$ cat config.mk
export PLATFORM = sky130hd
export DESIGN_NAME = divider_seq
export DESIGN_NICKNAME = d
export VERILOG_FILES = /design/src/rtl/divider_pkg.sv /design/src/rtl/divider_seq_subtractor.sv /design/src/rtl/divider_seq.sv
export SDC_FILE = /design/constraint.sdc
export NUM_CORES = 1
export LEC_CHECK = 0
export ABC_AREA = 1
export CAP_MARGIN = 20
export CELL_PAD_IN_SITES_DETAIL_PLACEMENT = 1
export CELL_PAD_IN_SITES_GLOBAL_PLACEMENT = 2
export CORE_MARGIN = 2
export CORE_UTILIZATION = 30
export DETAILED_ROUTE_END_ITERATION = 16
export HOLD_SLACK_MARGIN = 0.12
export MAX_ROUTING_LAYER = met4
export PLACE_DENSITY_LB_ADDON = 0.1
export SYNTH_ARGS = -nofsm -noshare
export SYNTH_HDL_FRONTEND = slang
export SYNTH_HIERARCHICAL = 1
export SYNTH_SLANG_ARGS = --single-unit
$ cat constraint.sdc
create_clock -name clk_i -period 4.9 [get_ports clk_i]
set_input_delay 0.98 -clock clk_i [delete_from_list [all_inputs] [get_ports clk_i]]
set_output_delay 0.98 -clock clk_i [all_outputs]
set_load 0.01 [all_outputs]
$ cat src/rtl/divider_pkg.sv
// Shared types and helpers for the sequential restoring divider.
// Define DIVIDER_SIGNED_EN for two's-complement division; unsigned otherwise.
package divider_pkg;

    typedef enum logic [1:0] {
        IDLE = 2'd0,
        DIV  = 2'd1,
        DONE = 2'd2
    } div_state_t;

    // Bits needed for an iteration counter that starts at width and counts down to 1.
    function automatic int cnt_width(input int width);
        return $clog2(width + 1);
    endfunction

endpackage

$ cat src/rtl/divider_seq_subtractor.sv
// Ripple-carry subtractor: d = x + ~y + 1. The carry-out is high when x >= y, i.e. no borrow.
module subtractor_nbits #(
    parameter int WIDTH = 9
) (
    input  logic [WIDTH-1:0] x_i,
    input  logic [WIDTH-1:0] y_i,
    output logic [WIDTH-1:0] d_o,
    output logic             no_borrow_o
);

    logic [WIDTH:0]   carry;
    logic [WIDTH-1:0] y_inv;

    assign carry[0] = 1'b1;
    assign y_inv    = ~y_i;

    for (genvar gi = 0; gi < WIDTH; gi++) begin : g_bit
        assign d_o[gi]      = x_i[gi] ^ y_inv[gi] ^ carry[gi];
        assign carry[gi+1]  = (x_i[gi] & y_inv[gi]) | (carry[gi] & (x_i[gi] ^ y_inv[gi]));
    end

    assign no_borrow_o = carry[WIDTH];

endmodule

$ cat src/rtl/divider_seq.sv
// Sequential restoring divider, one quotient bit per clock, start/busy/done handshake.
// Define DIVIDER_SIGNED_EN for signed operands (magnitude division, truncation toward zero).
module divider_seq
    import divider_pkg::*;
#(
    parameter int WIDTH = 8
) (
    input  logic             clk_i,
    input  logic             rst_ni,
    input  logic             start_i,
    input  logic [WIDTH-1:0] dividend_i,
    input  logic [WIDTH-1:0] divisor_i,
    output logic             busy_o,
    output logic             done_o,
    output logic [WIDTH-1:0] quotient_o,
    output logic [WIDTH-1:0] remainder_o,
    output logic             div_zero_o
);

    localparam int             CW       = cnt_width(WIDTH);
    localparam logic [CW-1:0]  CNT_INIT = CW'(WIDTH);
    localparam logic [CW-1:0]  CNT_LAST = CW'(1);

    div_state_t       state_q, state_d;
    logic [WIDTH:0]   prem_q, prem_d;
    logic [WIDTH-1:0] quo_sr_q, quo_sr_d;
    logic [WIDTH-1:0] dvs_q, dvs_d;
    logic [CW-1:0]    cnt_q, cnt_d;
    logic [WIDTH-1:0] quotient_q, quotient_d;
    logic [WIDTH-1:0] remainder_q, remainder_d;
    logic             div_zero_q, div_zero_d;

    logic [WIDTH:0]   trial_a;
    logic [WIDTH:0]   trial_d;
    logic             no_borrow;
    logic [WIDTH:0]   prem_step;
    logic [WIDTH-1:0] quo_step;
    logic [WIDTH-1:0] mag_x, mag_y;
    logic [WIDTH-1:0] quo_fin, rem_fin;

    assign trial_a = {prem_q[WIDTH-1:0], quo_sr_q[WIDTH-1]};

    subtractor_nbits #(.WIDTH(WIDTH + 1)) u_sub (
        .x_i         (trial_a),
        .y_i         ({1'b0, dvs_q}),
        .d_o         (trial_d),
        .no_borrow_o (no_borrow)
    );

    assign prem_step = no_borrow ? trial_d : trial_a;
    assign quo_step  = {quo_sr_q[WIDTH-2:0], no_borrow};

`ifdef DIVIDER_SIGNED_EN
    logic x_neg_q, x_neg_d;
    logic q_neg_q, q_neg_d;

    assign mag_x   = dividend_i[WIDTH-1] ? (~dividend_i + WIDTH'(1)) : dividend_i;
    assign mag_y   = divisor_i[WIDTH-1]  ? (~divisor_i + WIDTH'(1))  : divisor_i;
    assign quo_fin = q_neg_q ? (~quo_step + WIDTH'(1)) : quo_step;
    assign rem_fin = x_neg_q ? (~prem_step[WIDTH-1:0] + WIDTH'(1)) : prem_step[WIDTH-1:0];
`else
    assign mag_x   = dividend_i;
    assign mag_y   = divisor_i;
    assign quo_fin = quo_step;
    assign rem_fin = prem_step[WIDTH-1:0];
`endif

    always_comb begin
        state_d     = state_q;
        prem_d      = prem_q;
        quo_sr_d    = quo_sr_q;
        dvs_d       = dvs_q;
        cnt_d       = cnt_q;
        quotient_d  = quotient_q;
        remainder_d = remainder_q;
        div_zero_d  = div_zero_q;
`ifdef DIVIDER_SIGNED_EN
        x_neg_d     = x_neg_q;
        q_neg_d     = q_neg_q;
`endif
        case (state_q)
            IDLE: begin
                if (start_i) begin
                    prem_d   = '0;
                    quo_sr_d = mag_x;
                    dvs_d    = mag_y;
                    cnt_d    = CNT_INIT;
`ifdef DIVIDER_SIGNED_EN
                    x_neg_d  = dividend_i[WIDTH-1];
                    q_neg_d  = dividend_i[WIDTH-1] ^ divisor_i[WIDTH-1];
`endif
                    // Zero divisor skips the iterations and reports immediately.
                    if (divisor_i == '0) begin
                        state_d     = DONE;
                        quotient_d  = '1;
                        remainder_d = dividend_i;
                        div_zero_d  = 1'b1;
                    end else begin
                        state_d = DIV;
                    end
                end
            end
            DIV: begin
                prem_d   = prem_step;
                quo_sr_d = quo_step;
                cnt_d    = cnt_q - CW'(1);
                if (cnt_q == CNT_LAST) begin
                    state_d     = DONE;
                    quotient_d  = quo_fin;
                    remainder_d = rem_fin;
                    div_zero_d  = 1'b0;
                end
            end
            DONE:    state_d = IDLE;
            default: state_d = IDLE;
        endcase
    end

    always_ff @(posedge clk_i) begin
        if (!rst_ni) begin
            state_q     <= IDLE;
            prem_q      <= '0;
            quo_sr_q    <= '0;
            dvs_q       <= '0;
            cnt_q       <= '0;
            quotient_q  <= '0;
            remainder_q <= '0;
            div_zero_q  <= 1'b0;
`ifdef DIVIDER_SIGNED_EN
            x_neg_q     <= 1'b0;
            q_neg_q     <= 1'b0;
`endif
        end else begin
            state_q     <= state_d;
            prem_q      <= prem_d;
            quo_sr_q    <= quo_sr_d;
            dvs_q       <= dvs_d;
            cnt_q       <= cnt_d;
            quotient_q  <= quotient_d;
            remainder_q <= remainder_d;
            div_zero_q  <= div_zero_d;
`ifdef DIVIDER_SIGNED_EN
            x_neg_q     <= x_neg_d;
            q_neg_q     <= q_neg_d;
`endif
        end
    end

    assign busy_o      = (state_q != IDLE);
    assign done_o      = (state_q == DONE);
    assign quotient_o  = quotient_q;
    assign remainder_o = remainder_q;
    assign div_zero_o  = div_zero_q;

endmodule
After elaboration in Yosys (flattened, before gate mapping) --
Index checks and enable logic that the tools add are counted.
Storage, ports and cells: output and inout port bits 19, word-level logic and storage cells 90, input bits 19, flip-flop bits (word level) 47
Operators by class: muxes and demuxes 23, bitwise logic cells 44, reductions and logical operators 8, $add $sub $neg 1, equality and inequality tests 6
Operators with widths (number):
- $mux 8 | 9
- $pmux 8 s2 | 4
- $and 1x1->1 | 17
- $xor 1x1->1 | 16
- $not 8->9 | 1
- $or 1x1->1 | 9
- $logic_not 8->1 | 1
- $pmux 4 s2 | 1
- $mux 2 | 3
- $ne 2x2->1 const B | 3
- $reduce_and 2->1 | 3
- $eq 4x1->1 const B | 1
- $mux 4 | 1
- $pmux 2 s2 | 1
- $reduce_and 4->1 | 1
- $reduce_bool 2->1 | 2
- $sub 4x1->4 const B | 1
- $mux 1 | 3
- $eq 2x1->1 const B | 1
- $eq 2x2->1 const B | 1
- $logic_not 2->1 | 1
- $pmux 1 s2 | 1
- $not 1->1 | 1

Logic depth before layout (Yosys ltp) --
depth in word-level cells 22, mapped depth 21, depth with buffers taken out 20

Modules after synthesis --
The synthesis kept the hierarchy.
By module, submodules not included:
- divider_seq | instances 1, cells each 315, area an instance 2269.7 µm², seq. area each 940.9 µm²
- subtractor_nbits | instances 1, cells each 28, area an instance 244.0 µm², seq. area each 0.0 µm²

Least setup slack after synthesis --
OpenSTA, ideal clock, no wires.
path kind register to register, start point reg quo_sr_q[7], end point reg remainder_q[6], in the netlist remainder_o[6], stages on the path, launching flop included 22, library setup time 113 ps, period minus slack after synthesis 4155 ps, data required time 4787 ps, buffers on the path 1, slack 745 ps, data arrival time 4042 ps, path through dfxtp_1 -> inv_1 -> ha_1 -> inv_1 -> fa_1 -> inv_1 -> fa_1 -> fa_1 -> fa_1 -> fa_1 -> fa_1 -> fa_1 -> inv_1 -> fa_1 -> buf_2 -> clkinv_1 -> nand2_1 -> nand2_1 -> a21oi_1 -> nand3_2 -> nand2_1 -> nor2_1
Between the ends: cells in the longest elaborated chain, start to end 21, elaborated cells on any way between the ends 23, classes of those cells mux: 3; bitwise: 20
Ends and longest elaborated chain:
- from (decl) | RTL line divider_seq.sv:26 | logic [WIDTH-1:0] quo_sr_q, quo_sr_d;
- from (signal assigned) | RTL line divider_seq.sv:136 | quo_sr_q <= quo_sr_d;
- $and 1x1->1 or $xor 1x1->1 (tied branches) | RTL line divider_seq_subtractor.sv:19 | assign carry[gi+1] = (x_i[gi] & y_inv[gi]) | (carry[gi] & (x_i[gi] ^ y_inv[gi]));
- $or 1x1->1 * | RTL line divider_seq_subtractor.sv:19
- $and 1x1->1 * | RTL line divider_seq_subtractor.sv:19
- $or 1x1->1 * | RTL line divider_seq_subtractor.sv:19
- $and 1x1->1 * | RTL line divider_seq_subtractor.sv:19
- $or 1x1->1 * | RTL line divider_seq_subtractor.sv:19
- $and 1x1->1 * | RTL line divider_seq_subtractor.sv:19
- $or 1x1->1 * | RTL line divider_seq_subtractor.sv:19
- [6 not listed]
- $and 1x1->1 * | RTL line divider_seq_subtractor.sv:19
- $or 1x1->1 * | RTL line divider_seq_subtractor.sv:19
- $and 1x1->1 * | RTL line divider_seq_subtractor.sv:19
- $or 1x1->1 * | RTL line divider_seq_subtractor.sv:19
- named net no_borrow | RTL line divider_seq.sv:35 | logic no_borrow;
- $mux 8 * | RTL line divider_seq.sv:50 | assign prem_step = no_borrow ? trial_d : trial_a;
- $mux 8 * | RTL line divider_seq.sv:107 | if (cnt_q == CNT_LAST) begin
- $pmux 8 s2 * | RTL line divider_seq.sv:81 | case (state_q)
- to (signal assigned) | RTL line divider_seq.sv:140 | remainder_q <= remainder_d;
- to (decl) | RTL line divider_seq.sv:30 | logic [WIDTH-1:0] remainder_q, remainder_d;
The timed path passes the listed nets; every way through them passes the cells marked *. The select of a mux whose other input is x is not followed. A chain may end at the register's enable or synchronous reset.

Worst setup path in the final report --
start point reg quo_sr_q[7], end point reg remainder_q[4], in the netlist remainder_o[4]
The elaborated chain is that of the path after synthesis.

==> summary.txt <==
Run status
  – Status: completed

Placed design
  – Placed cell areas: roughly 2900 sq um
  – HPWL Detailed: 4700 um
  – Gpl congestion: about 0.73
  – Port bufs: 37

CTS
  – Num CTS Buffers: 5
  – CTS root buffer: clkbuf_8
  – Clk_lat worst skew: roughly 0.30 ns
  – Hold_buf cts: 0
  – Post-CTS Setup Inserts: 0
  – Maximum clock path buffer count: 2
  – CTS-repair resized insts: 0
  – Clock transition at path regs: about 0.090 ns
  – Clk sinks: 47
  – H-tree levels: 2
  – CTS tree: built

Global route
  – Met1 usage: approximately a fifth
  – Most Used Layer, Global Route: met2
  – Initial antenna violation count: 0
  – First-pass GRT wire length: roughly 11000 um
  – Number of global-route vias before repair: 2378
  – Met2 Use GR: 27.9%
  – Largest net degree at the start of global routing: 38
  – Routing usage on met3: under 10%
  – Gr usage total: 16.3%
  – Grt ovf: 0

STA
  – Slew @ Worst Pin: approximately 1.0 ns
  – RSZ-0062 raised after global routing: false
  – Setup Viol. Count Final: 0
  – Clk_skew: 0.00646 ns
  – Fin crit period: between 4 and 5 ns
  – Setup TNS: 0 ns
  – Final period util: around 92%
  – Final hold vios: 0
  – Max_slew headroom: 30.5%
  – Slew Limit Fails: 0
  – Fmax: about 0.22 GHz

Routing
  – Pre-antenna DRT Iters: 4
  – Final WL: 6360 um
  – Routed vias/inst: 4.45
  – DR WL/cell: approximately 13 um
  – Via Count: between 2k and 2.5k
  – DRC viols: 0
  – Starting DRC count in detailed routing: 68
  – Remaining antenna violation count after routing: 0

Finish
  – Design area: between 3000 and 4000 sq um
  – Share of cells above drive strength 1: 13.3%
  – # diodes: 0
  – Area Growth Syn to Fin: 21.3%
  – Nets@finish: about 400

Die
  – Core ar.: 8180 sq um
  – Die X: ~96 um
  – I/O Pins: 38
  – Row cnt: 33
  – Starting density of the core: 30.7%
  – Die height: roughly 96 um
  – Die Area: roughly 9100 sq um

Power and ir drop
  – Leak: ~1.3 nW
  – Final Power: roughly 1.0 mW
  – Pwr Density: roughly 340 nW/um^2
  – Worst vdd ir: approximately 98 uV

Critical path
  – Worst-path maximum fanout: 10
  – WS Path Type: reg2reg
  – Setup crit start kind: flip-flop
  – CP arrival: ~4.7 ns
  – Critical path endpoint category: flip-flop
  – WP data required: ~5.1 ns

Synthesis
  – Top FF cell, synth: dfxtp_1
  – Synthesized area per cell: about 7.3 sq um
  – Number of synthesized flops with an enable pin: 0
  – Gate count of the mapped netlist: 343
  – Post-synthesis net count: approximately 370
  – Yosys cell types: 31
  – Synth warn: 6
  – #FFs+latches synth: 47
  – Cell area after synthesis: ~2500 sq um
  – Post-synthesis sequential area ratio: a little under two fifths
  – Post-synth ARST share: 0%

Min path
  – Worst hold-check path type: reg2reg

Flow run
  – Max-Cap Viols: 0
==> sequential cells by signal (all words and copies together) (netlist names) <==
| signal | cells |
|---|---|
| cnt_q | 4 |
| div_zero_o | 1 |
| dvs_q | 8 |
| prem_q | 8 |
| quo_sr_q | 8 |
| quotient_o | 8 |
| remainder_o | 8 |
| state_q | 2 |
==> worst max-delay path: stages, from the launching register on <==
cell      delay, ns
dfxtp_1        0.36
inv_1          0.05
ha_1           0.19
inv_1          0.07
fa_1           0.17
inv_1          0.05
fa_1           0.39
fa_1           0.39
fa_1           0.41
fa_1           0.40
fa_1           0.39
fa_1           0.37
inv_1          0.08
fa_1           0.19
clkinv_1       0.27
nand2_1        0.14
nand2_1        0.11
a21oi_1        0.15
nand3_1        0.09
nand2_1        0.12
nor2_1         0.04
==> report_power, final <==
group | internal, mW | switching, mW | leakage [nW]
combinational | 0.116 | 0.183 | 0.829
clock | 0.165 | 0.137 | 0.0612
sequential | 0.420 | 0.0277 | 0.385
==> final timing paths <==
check	cells past startpoint	startpoint	slack (ns)	to
max	20	quo_sr_q[7]	0.37	remainder_o[4]
min	2	quotient_o[0]	0.45	quotient_o[0]
max reg2reg	20	quo_sr_q[7]	0.37	remainder_o[4]
min reg2reg	2	quotient_o[0]	0.45	quotient_o[0]
==> routing by layer <==
metal,vias to the layer above,share of wire [%]
li1,1115,-
met1,1002,47
met2,23,49
met3,5,2.5
met4,0,0.79
met5,-,0
==> synthesized netlist by cell type (3+ instances only) <==
cell type / n / area, sq um
inv_1: 45 / 169
clkbuf_1: 3 / 11.3
nand3_2: 3 / 30.0
o21ai_0: 10 / 50.1
nand3_1: 9 / 45.0
fa_1: 8 / 160
a21oi_2: 17 / 149
dfxtp_1: 47 / 941
nor2_1: 55 / 206
buf_2: 4 / 20.0
buf_6: 3 / 33.8
nor3_1: 4 / 20.0
nand2_2: 11 / 68.8
nand2_1: 83 / 312
a31oi_1: 7 / 43.8
a21oi_1: 13 / 65.1
ha_1: 3 / 37.5
==> area by class of cell <==
| class | instances | area (sq um) |
|---|---|---|
| timing repair buffer | 39 | 385 |
| multi-input combinational | 234 | 1290 |
| inverter | 49 | 184 |
| clock inverter | 2 | 35.0 |
| sequential | 47 | 941 |
| fill | 1025 | 5130 |
| tap | 105 | 131 |
| clock buffer | 6 | 82.6 |
==> placed cells by master, fill, tap and decap left out, types with 2 or more instances in the layout <==
master / instances
nand4_1: 2
nor3_1: 4
buf_4: 2
nand3_2: 3
inv_2: 2
a31oi_1: 7
nand3_1: 9
fa_1: 8
a21oi_2: 17
dfxtp_1: 47
inv_1: 45
a21oi_1: 13
clkbuf_8: 6
nor2_1: 55
nand2_1: 83
clkdlybuf4s50_1: 37
nand2_2: 11
o21ai_0: 10
clkinv_1: 2
ha_1: 3
==> kinds of logic (layout without fill, tap and decap cells) <==
logic type | Yosys count | in the layout | share of synthesized area (%)
buf+inv | 62 | 96 | 11.3
simple gates | 172 | 172 | 29.8
flops | 47 | 47 | 37.4
other cells | 1 | 1 | 0.149
compound gates | 50 | 50 | 13.4
fa+ha+maj | 11 | 11 | 7.86
==> per-stage QoR <==
stage / instances / hold slack [ns] / setup WS (ns) / util, %
after global routing: 482 / 0.487 / 0.0470 / 37.3
after CTS: 482 / 0.464 / 0.357 / 37.3
final: 482 / 0.454 / 0.375 / 37.3
after global placement: 474 / 0.437 / 0.539 / 35.8
after detailed placement: 474 / 0.445 / 0.404 / 35.8
after floorplan: 343 / 0.442 / 0.745 / -
(Power assumes the default switching activity.)
